--- src/rtl/display_ram_writer_if.sv ---
// display_ram_writer_if: command, RAM write/read port and response signals of the board display RAM writer.
interface display_ram_writer_if #(
    parameter int ADDR_W = 6
);
    logic              cmd_valid;
    logic              cmd_ready;
    logic [1:0]        cmd_op;
    logic [ADDR_W-1:0] cmd_pos;
    logic              cmd_color;
    logic [ADDR_W-1:0] ram_rd_addr;
    logic [1:0]        ram_rd_data;
    logic              ram_wr_en;
    logic [ADDR_W-1:0] ram_wr_addr;
    logic [1:0]        ram_wr_data;
    logic              resp_valid;
    logic              resp_ok;
    logic              busy;
    modport master (
        output cmd_valid, cmd_op, cmd_pos, cmd_color, ram_rd_data,
        input  cmd_ready, ram_rd_addr, ram_wr_en, ram_wr_addr, ram_wr_data, resp_valid, resp_ok, busy
    );
    modport slave (
        input  cmd_valid, cmd_op, cmd_pos, cmd_color, ram_rd_data,
        output cmd_ready, ram_rd_addr, ram_wr_en, ram_wr_addr, ram_wr_data, resp_valid, resp_ok, busy
    );
endinterface

--- src/rtl/display_ram_writer.sv ---
// display_ram_writer: turns clear/fill/place/remove commands into display RAM writes with a response pulse.
`ifndef SIDE_RED
`define SIDE_RED 1'b1
`endif
module display_ram_writer #(
    parameter int ADDR_W = 6
) (
    input logic clk,
    input logic rst,
    display_ram_writer_if.slave bus
);
    typedef enum logic [2:0] {IDLE, READ, CHECK, WRITE, SWEEP} state_t;
    localparam logic [1:0] OP_CLEAR = 2'b00;
    localparam logic [1:0] OP_PLACE = 2'b01;
    localparam logic [1:0] OP_FILL  = 2'b11;
    localparam logic [ADDR_W-1:0] LAST = '1;
    state_t            state_q, state_d;
    logic [1:0]        op_q, op_d;
    logic [ADDR_W-1:0] pos_q, pos_d;
    logic              color_q, color_d;
    logic [ADDR_W-1:0] cnt_q, cnt_d, cnt_nx;
    logic              wr_en_q, wr_en_d;
    logic [ADDR_W-1:0] wr_addr_q, wr_addr_d;
    logic [1:0]        wr_data_q, wr_data_d;
    logic              resp_valid_q, resp_valid_d;
    logic              resp_ok_q, resp_ok_d;
    logic              accept, ok;
    logic [1:0]        code_in, code_q;
    assign bus.cmd_ready   = state_q == IDLE;
    assign bus.busy        = state_q != IDLE;
    assign bus.ram_rd_addr = pos_q;
    assign bus.ram_wr_en   = wr_en_q;
    assign bus.ram_wr_addr = wr_addr_q;
    assign bus.ram_wr_data = wr_data_q;
    assign bus.resp_valid  = resp_valid_q;
    assign bus.resp_ok     = resp_ok_q;
    assign accept  = bus.cmd_valid && state_q == IDLE;
    assign code_in = (bus.cmd_color == `SIDE_RED) ? 2'b10 : 2'b01;
    assign code_q  = (color_q == `SIDE_RED) ? 2'b10 : 2'b01;
    // 11 is treated as occupied, so only a truly empty cell accepts a stone
    assign ok      = (op_q == OP_PLACE) ? bus.ram_rd_data == 2'b00 : bus.ram_rd_data != 2'b00;
    assign cnt_nx  = cnt_q + 1'b1;
    always_comb begin
        state_d      = state_q;
        op_d         = op_q;
        pos_d        = pos_q;
        color_d      = color_q;
        cnt_d        = cnt_q;
        wr_en_d      = 1'b0;
        wr_addr_d    = wr_addr_q;
        wr_data_d    = 2'b00;
        resp_valid_d = 1'b0;
        resp_ok_d    = 1'b0;
        case (state_q)
            IDLE: begin
                if (accept) begin
                    op_d    = bus.cmd_op;
                    pos_d   = bus.cmd_pos;
                    color_d = bus.cmd_color;
                    if (bus.cmd_op == OP_CLEAR || bus.cmd_op == OP_FILL) begin
                        state_d   = SWEEP;
                        cnt_d     = '0;
                        wr_en_d   = 1'b1;
                        wr_addr_d = '0;
                        wr_data_d = (bus.cmd_op == OP_FILL) ? code_in : 2'b00;
                    end else begin
                        state_d = READ;
                    end
                end
            end
            READ: state_d = CHECK;
            CHECK: begin
                state_d      = WRITE;
                wr_en_d      = ok;
                wr_addr_d    = pos_q;
                wr_data_d    = (ok && op_q == OP_PLACE) ? code_q : 2'b00;
                resp_valid_d = 1'b1;
                resp_ok_d    = ok;
            end
            WRITE: state_d = IDLE;
            SWEEP: begin
                // outputs are registered, so the write for cnt_nx is staged while cnt_q is on the bus
                if (cnt_q == LAST) begin
                    state_d = IDLE;
                    cnt_d   = '0;
                end else begin
                    cnt_d        = cnt_nx;
                    wr_en_d      = 1'b1;
                    wr_addr_d    = cnt_nx;
                    wr_data_d    = wr_data_q;
                    resp_valid_d = cnt_nx == LAST;
                    resp_ok_d    = cnt_nx == LAST;
                end
            end
            default: state_d = IDLE;
        endcase
    end
    always_ff @(posedge clk) begin
        if (rst) begin
            state_q      <= IDLE;
            op_q         <= 2'b00;
            pos_q        <= '0;
            color_q      <= 1'b0;
            cnt_q        <= '0;
            wr_en_q      <= 1'b0;
            wr_addr_q    <= '0;
            wr_data_q    <= 2'b00;
            resp_valid_q <= 1'b0;
            resp_ok_q    <= 1'b0;
        end else begin
            state_q      <= state_d;
            op_q         <= op_d;
            pos_q        <= pos_d;
            color_q      <= color_d;
            cnt_q        <= cnt_d;
            wr_en_q      <= wr_en_d;
            wr_addr_q    <= wr_addr_d;
            wr_data_q    <= wr_data_d;
            resp_valid_q <= resp_valid_d;
            resp_ok_q    <= resp_ok_d;
        end
    end
endmodule
--- src/flat_wrapper.sv ---
// flat-port wrapper written by rule: the top's interface ports become plain ports
module display_ram_writer_flat 
#(
    parameter int ADDR_W = 6
)
  (clk, rst, bus_cmd_valid, bus_cmd_op, bus_cmd_pos, bus_cmd_color, bus_ram_rd_data, bus_cmd_ready, bus_ram_rd_addr, bus_ram_wr_en, bus_ram_wr_addr, bus_ram_wr_data, bus_resp_valid, bus_resp_ok, bus_busy);
  display_ram_writer_if #(.ADDR_W(ADDR_W)) bus_i ();
  input logic clk;
  input logic rst;
  input wire logic [$bits(bus_i.cmd_valid)-1:0] bus_cmd_valid;
  input wire logic [$bits(bus_i.cmd_op)-1:0] bus_cmd_op;
  input wire logic [$bits(bus_i.cmd_pos)-1:0] bus_cmd_pos;
  input wire logic [$bits(bus_i.cmd_color)-1:0] bus_cmd_color;
  input wire logic [$bits(bus_i.ram_rd_data)-1:0] bus_ram_rd_data;
  output wire logic [$bits(bus_i.cmd_ready)-1:0] bus_cmd_ready;
  output wire logic [$bits(bus_i.ram_rd_addr)-1:0] bus_ram_rd_addr;
  output wire logic [$bits(bus_i.ram_wr_en)-1:0] bus_ram_wr_en;
  output wire logic [$bits(bus_i.ram_wr_addr)-1:0] bus_ram_wr_addr;
  output wire logic [$bits(bus_i.ram_wr_data)-1:0] bus_ram_wr_data;
  output wire logic [$bits(bus_i.resp_valid)-1:0] bus_resp_valid;
  output wire logic [$bits(bus_i.resp_ok)-1:0] bus_resp_ok;
  output wire logic [$bits(bus_i.busy)-1:0] bus_busy;
  assign bus_i.cmd_valid = bus_cmd_valid;
  assign bus_i.cmd_op = bus_cmd_op;
  assign bus_i.cmd_pos = bus_cmd_pos;
  assign bus_i.cmd_color = bus_cmd_color;
  assign bus_i.ram_rd_data = bus_ram_rd_data;
  assign bus_cmd_ready = bus_i.cmd_ready;
  assign bus_ram_rd_addr = bus_i.ram_rd_addr;
  assign bus_ram_wr_en = bus_i.ram_wr_en;
  assign bus_ram_wr_addr = bus_i.ram_wr_addr;
  assign bus_ram_wr_data = bus_i.ram_wr_data;
  assign bus_resp_valid = bus_i.resp_valid;
  assign bus_resp_ok = bus_i.resp_ok;
  assign bus_busy = bus_i.busy;
  display_ram_writer #(.ADDR_W(ADDR_W)) u_core (.clk(clk), .rst(rst), .bus(bus_i));
endmodule
--- config.mk ---
export PLATFORM = sky130hd
export DESIGN_NAME = display_ram_writer_flat
export DESIGN_NICKNAME = d
export VERILOG_FILES = /design/src/rtl/display_ram_writer_if.sv /design/src/rtl/display_ram_writer.sv /design/src/flat_wrapper.sv
export SDC_FILE = /design/constraint.sdc
export NUM_CORES = 1
export LEC_CHECK = 0
export ABC_AREA = 1
export CORE_ASPECT_RATIO = 1.25
export CORE_UTILIZATION = 50
export CTS_CLUSTER_DIAMETER = 40
export DETAILED_ROUTE_END_ITERATION = 8
export PLACE_DENSITY = 0.8
export SETUP_SLACK_MARGIN = 0.05
export SYNTH_ARGS = -nofsm -noshare
export SYNTH_HDL_FRONTEND = slang
export SYNTH_SLANG_ARGS = --single-unit
--- constraint.sdc ---
create_clock -name clk -period 3.8 [get_ports clk]
set_input_delay 0.95 -clock clk [delete_from_list [all_inputs] [get_ports clk]]
set_output_delay 0.95 -clock clk [all_outputs]
set_load 0.02 [all_outputs]
---- Word-level counts from Yosys, hierarchy flattened ----
Index checks and enable logic that the tools add are counted.
storage, ports and cells
  output and inout bits ................... 19
  bits in registers ....................... 29
  input port bits ......................... 14
cells by class
  muxes and demuxes ....................... 26
  reduce and logical (&&, ||, !) cells .... 14
  $add $sub $neg .......................... 1
  eq/ne operators ......................... 11
operator list
  operator             count
  $mux 6               4
  $pmux 6 s3           1
  $mux 2               7
  $eq 6x6->1 const B   2
  $pmux 3 s4           1
  $pmux 6 s2           1
  $mux 3               3
  $add 6x1->6 const B  1
  $ne 2x1->1 const B   3
  $pmux 2 s3           1
  $reduce_bool 3->1    2
  $mux 1               5
  $logic_not 2->1      2
  $pmux 1 s2           2
  $reduce_and 2->1     2
  $reduce_and 4->1     1
  $reduce_bool 2->1    2
  $eq 3x1->1 const B   1
  $eq 3x2->1 const B   1
  $eq 3x3->1 const B   1
  $logic_not 3->1      1
  $pmux 1 s3           1
  $reduce_and 3->1     1
  $eq 2x1->1 const B   1
  4 further kinds      5

---- Logic depth before layout (Yosys ltp) ----
  word-level depth ........................ 5
  gate-level depth with buffers ........... 10
  mapped depth without buffers ............ 10

---- Worst setup path after synthesis ----
Ideal clock, no wire load.
  path type ............................... input to register
  from .................................... input port bus_cmd_op[0]
  to ...................................... register u_core.wr_addr_q[3], in the netlist u_core.bus.ram_wr_addr[3]
  setup slack ............................. 1.893 ns
  arrival time ............................ 1.794 ns
  setup time .............................. 0.113 ns
  buffers on the path ..................... 0
  stages .................................. 9
  cell sequence ........................... ha_1 > inv_1 > nand2_1 > nand3_1 > nand2_1 > inv_2 > nand2_4 > nor2_1 > nor2_1
between the ends
  longest elaborated chain between the ends .. 4
ends and longest elaborated chain
  element                                        RTL line                   text
  start, declared                                flat_wrapper.sv:11         input wire logic [$bits(bus_i.cmd_op)-1:0] bus_cmd_op;
  $eq 2x2->1 or $logic_not 2->1 (tied branches)  display_ram_writer.sv:60   if (bus.cmd_op == OP_CLEAR || bus.cmd_op == OP_FILL) begin
  $logic_or 1x1->1 *                             display_ram_writer.sv:60
  $ne 2x1->1 (no source line) *                  n/a
  $reduce_and 4->1 (no source line) *            n/a
  end signal, assigned                           display_ram_writer.sv:117  wr_addr_q <= wr_addr_d;
  end, declared                                  display_ram_writer.sv:23   logic [ADDR_W-1:0] wr_addr_q, wr_addr_d;
Mark *: on every way between the ends. The rest lies on a longest branch, timed or not.
A chain may end at the register's enable or synchronous reset.

---- Worst setup path in the final report ----
  from .................................... register u_core.state_q[1]
  to ...................................... output port bus_cmd_ready
between the ends
  longest elaborated chain between the ends .. 1
ends and longest elaborated chain
  element                 RTL line                   text
  start, declared         display_ram_writer.sv:17   state_t state_q, state_d;
  start signal, assigned  display_ram_writer.sv:111  state_q <= state_d;
  $logic_not 3->1         display_ram_writer.sv:29   assign bus.cmd_ready = state_q == IDLE;
  end, declared           flat_wrapper.sv:15         output wire logic [$bits(bus_i.cmd_ready)-1:0] bus_cmd_ready;
No other way between the ends.

==> impl_metrics.ini <==
[sta]
rsz0062_at_grt = false
slew_headroom_pct = 63.1
slew_violations = 0
hold_violations = 0
worst_pin_slew_ns = 0.552
setup_viol = 0
setup_tns_ns = 0
min_period_ns = 2.68
max_freq_mhz = 373
fin_crit_sh_pct = 70.5
hold_ws_ns = 0.462
clock_skew_ns = 0.0112

[global_route]
grt_pass1_vias = 1212
groute.usage.overall_pct = 22.7
grt_antenna_before_repair = 0
grt_pass1_wl_microns = 5020
grt_max_degree = 16
overflow = 0

[route]
drt_iter0_markers = 39
vias = 1376
drt.antenna.violating_nets = 0
wirelength_microns = 2990
vias_per_cell = 5.04
route.detailed.drc = 0
wire_per_inst_microns = 11.0
drt_pass1_iterations = 4

[die]
die_y_microns = 61.7
dieArea_sq_um = 3070
fp-row-count = 21
start_util_pct = 53.1
core-area_sq_um = 2680
die_x_microns = 49.7
io_pins = 33

[finish]
nNetsFinal = 256
antenna_cells = 0
syn2layout_area_growth_pct = 31.4
drive_gt1_share_pct = 10.0

[min_path]
min_to = u_core.bus.ram_wr_data[1]
worstHoldStart = u_core.bus.ram_wr_data[1]
min_path_cells = 2
min-delay-path-class = reg2reg

[critical_path]
crit_chain = nor2_4 > nand2_4 > inv_1 > clkdlybuf4s50_1
cp_data_arrival_time_ns = 1.73
critPathMaxStageDelay_ns = 0.59
cp-end-kind = output pin
crit_type = reg2out
crit_family = buffers and inverters
critPathRequiredTime_ns = 2.85
critPathBufInv = 2
cp_slowest_cell = clkdlybuf4s50_1
r2r_slack_ns = 2.33
r2r_cells = 7
r2r-end = u_core.state_q[0]
cp_max_fo = 7
r2r-start = u_core.cnt_q[1]
start_kind = register

[synth]
synthTopCellsByCount = nand2_1, nor2_1, dfxtp_1
synth-edff-count = 0
synth-xor-area-share_pct = 0
synth.most_common_cell = nand2_1
synthMuxAreaShare_pct = 0
synth_nets = 220
synthCells = 202
synth.largest_area_cell = dfxtp_1
synthTopCellsByArea = dfxtp_1, nand2_1, nor2_1, a21oi_1, inv_1
syn_area_per_cell_sq_um = 7.05
synth-seq-cells = 29
synth_compound_area_share_pct = 13.7
netlist_area_sq_um = 1420
synth-main-ff-cell = dfxtp_1
synthDistinctLibCells = 25
synthArstFlopShare_pct = 0
synth_top_area_share_pct = 40.8
synth-simple-area-share_pct = 33.8
ys_seq_area_share_pct = 40.8
synth_top_family_by_area = simple AND/OR/NAND/NOR gates
synth_fa_ha_area_share_pct = 3.51
ys.warnings.count = 0

[clock_network]
cts.sinks = 29
cts_buffer_depth = 2
tritoncts = built
cts_resized = 0
htreeDepth = 2
clk_latency_ns = 0.34
post_cts_buffers = 0
clk_pin_slew_ns = 0.10
cts_made_buffers = 5
ctsHoldBuffers = 0
cts_root_buffer = clkbuf_4

[place]
hpwl_microns = 2280
place.gp.congestion = 0.947
io_buffers = 32

[pwr]
vdd_drop_max_v = 0.000393
power.density_nw_per_um2 = 515
p_leak_nw = 0.809

[run_status]
status = finished clean

[job]
drv_cap = 0
==> through the flow <==
stage	utilization [%]	total power, mW	setup WS [ns]	instance area (sq um)	std cells
finish	69.8	0.963	1.12	1870	273
global route	69.8	1.02	1.04	1870	273
CTS	69.8	0.970	1.10	1870	273
detailed placement	66.0	0.654	1.30	1770	265
global placement	66.0	0.653	1.32	1770	265
floorplan	-	0.550	1.89	1420	202
==> worst reg2reg max path: cells and delay by family (launching register included) <==
family	cells	cell delay, ns
compound gates	2	0.36
fa+ha+maj	1	0.22
buf+inv	1	0.08
flops	1	0.42
simple gates	3	0.33
==> worst max-delay path by stage <==
stage / from / end / slack (ns) / depth (start not counted)
after floorplan: bus_cmd_op[0] / u_core.bus.ram_wr_addr[3] / 1.89 / 9
after global placement: bus_cmd_op[0] / u_core.bus.ram_wr_addr[2] / 1.32 / 10
after detailed placement: bus_cmd_op[0] / u_core.cnt_q[0] / 1.30 / 8
after CTS: u_core.state_q[1] / bus_cmd_ready / 1.10 / 4
after global routing: u_core.state_q[1] / bus_cmd_ready / 1.04 / 4
final: u_core.state_q[1] / bus_cmd_ready / 1.12 / 4
==> cell usage in the layout, fill, tap and decap left out, types with 2 or more instances in the layout <==
master / count
clkdlybuf4s50_1: 32
ha_1: 4
nor3_1: 2
o21ai_2: 2
nand3b_1: 2
nor2_1: 31
nand2_1: 45
inv_1: 22
a21oi_1: 19
o21ai_0: 12
nand3_1: 13
bufinv_16: 2
inv_2: 4
dfxtp_1: 29
nand2_2: 2
clkbuf_4: 5
nand2_4: 3
==> report_power, final <==
part / internal, mW / total, mW / leakage [nW] / switching, mW
clock: 0.204 / 0.318 / 0.0552 / 0.114
combinational: 0.116 / 0.283 / 0.516 / 0.166
sequential: 0.339 / 0.363 / 0.237 / 0.0235
==> cells by family after synthesis <==
group	after synthesis
flops	29
fa+ha+maj	4
buf+inv	29
simple gates	104
compound gates	36
==> cell type report <==
| type | count | area [sq um] |
|---|---|---|
| clock buffer | 5 | 37.5 |
| fill | 245 | 810 |
| sequential | 29 | 581 |
| tap | 34 | 42.5 |
| timing repair buffer | 32 | 320 |
| clock inverter | 3 | 65.1 |
| multi-input combinational | 144 | 727 |
| inverter | 26 | 97.6 |
==> metal layers <==
metal	wire length (microns)	vias to the layer above	part of all wire [%]	track usage [%]
met5	0	-	0	0
met4	81	0	2.7	14.7
met3	126	8	4.2	7.41
met2	1480	32	49	39.4
met1	1300	618	44	23.9
li1	-	718	-	-
==> sequential cells by signal, indices dropped and copies added (netlist names) <==
name                    cells
u_core.bus.ram_rd_addr      6
u_core.bus.ram_wr_addr      6
u_core.cnt_q                6
u_core.state_q              3
u_core.bus.ram_wr_data      2
u_core.op_q                 2
u_core.bus.ram_wr_en        1
u_core.bus.resp_ok          1
u_core.bus.resp_valid       1
u_core.color_q              1
No activity file was read; power rests on OpenSTA's default activity.
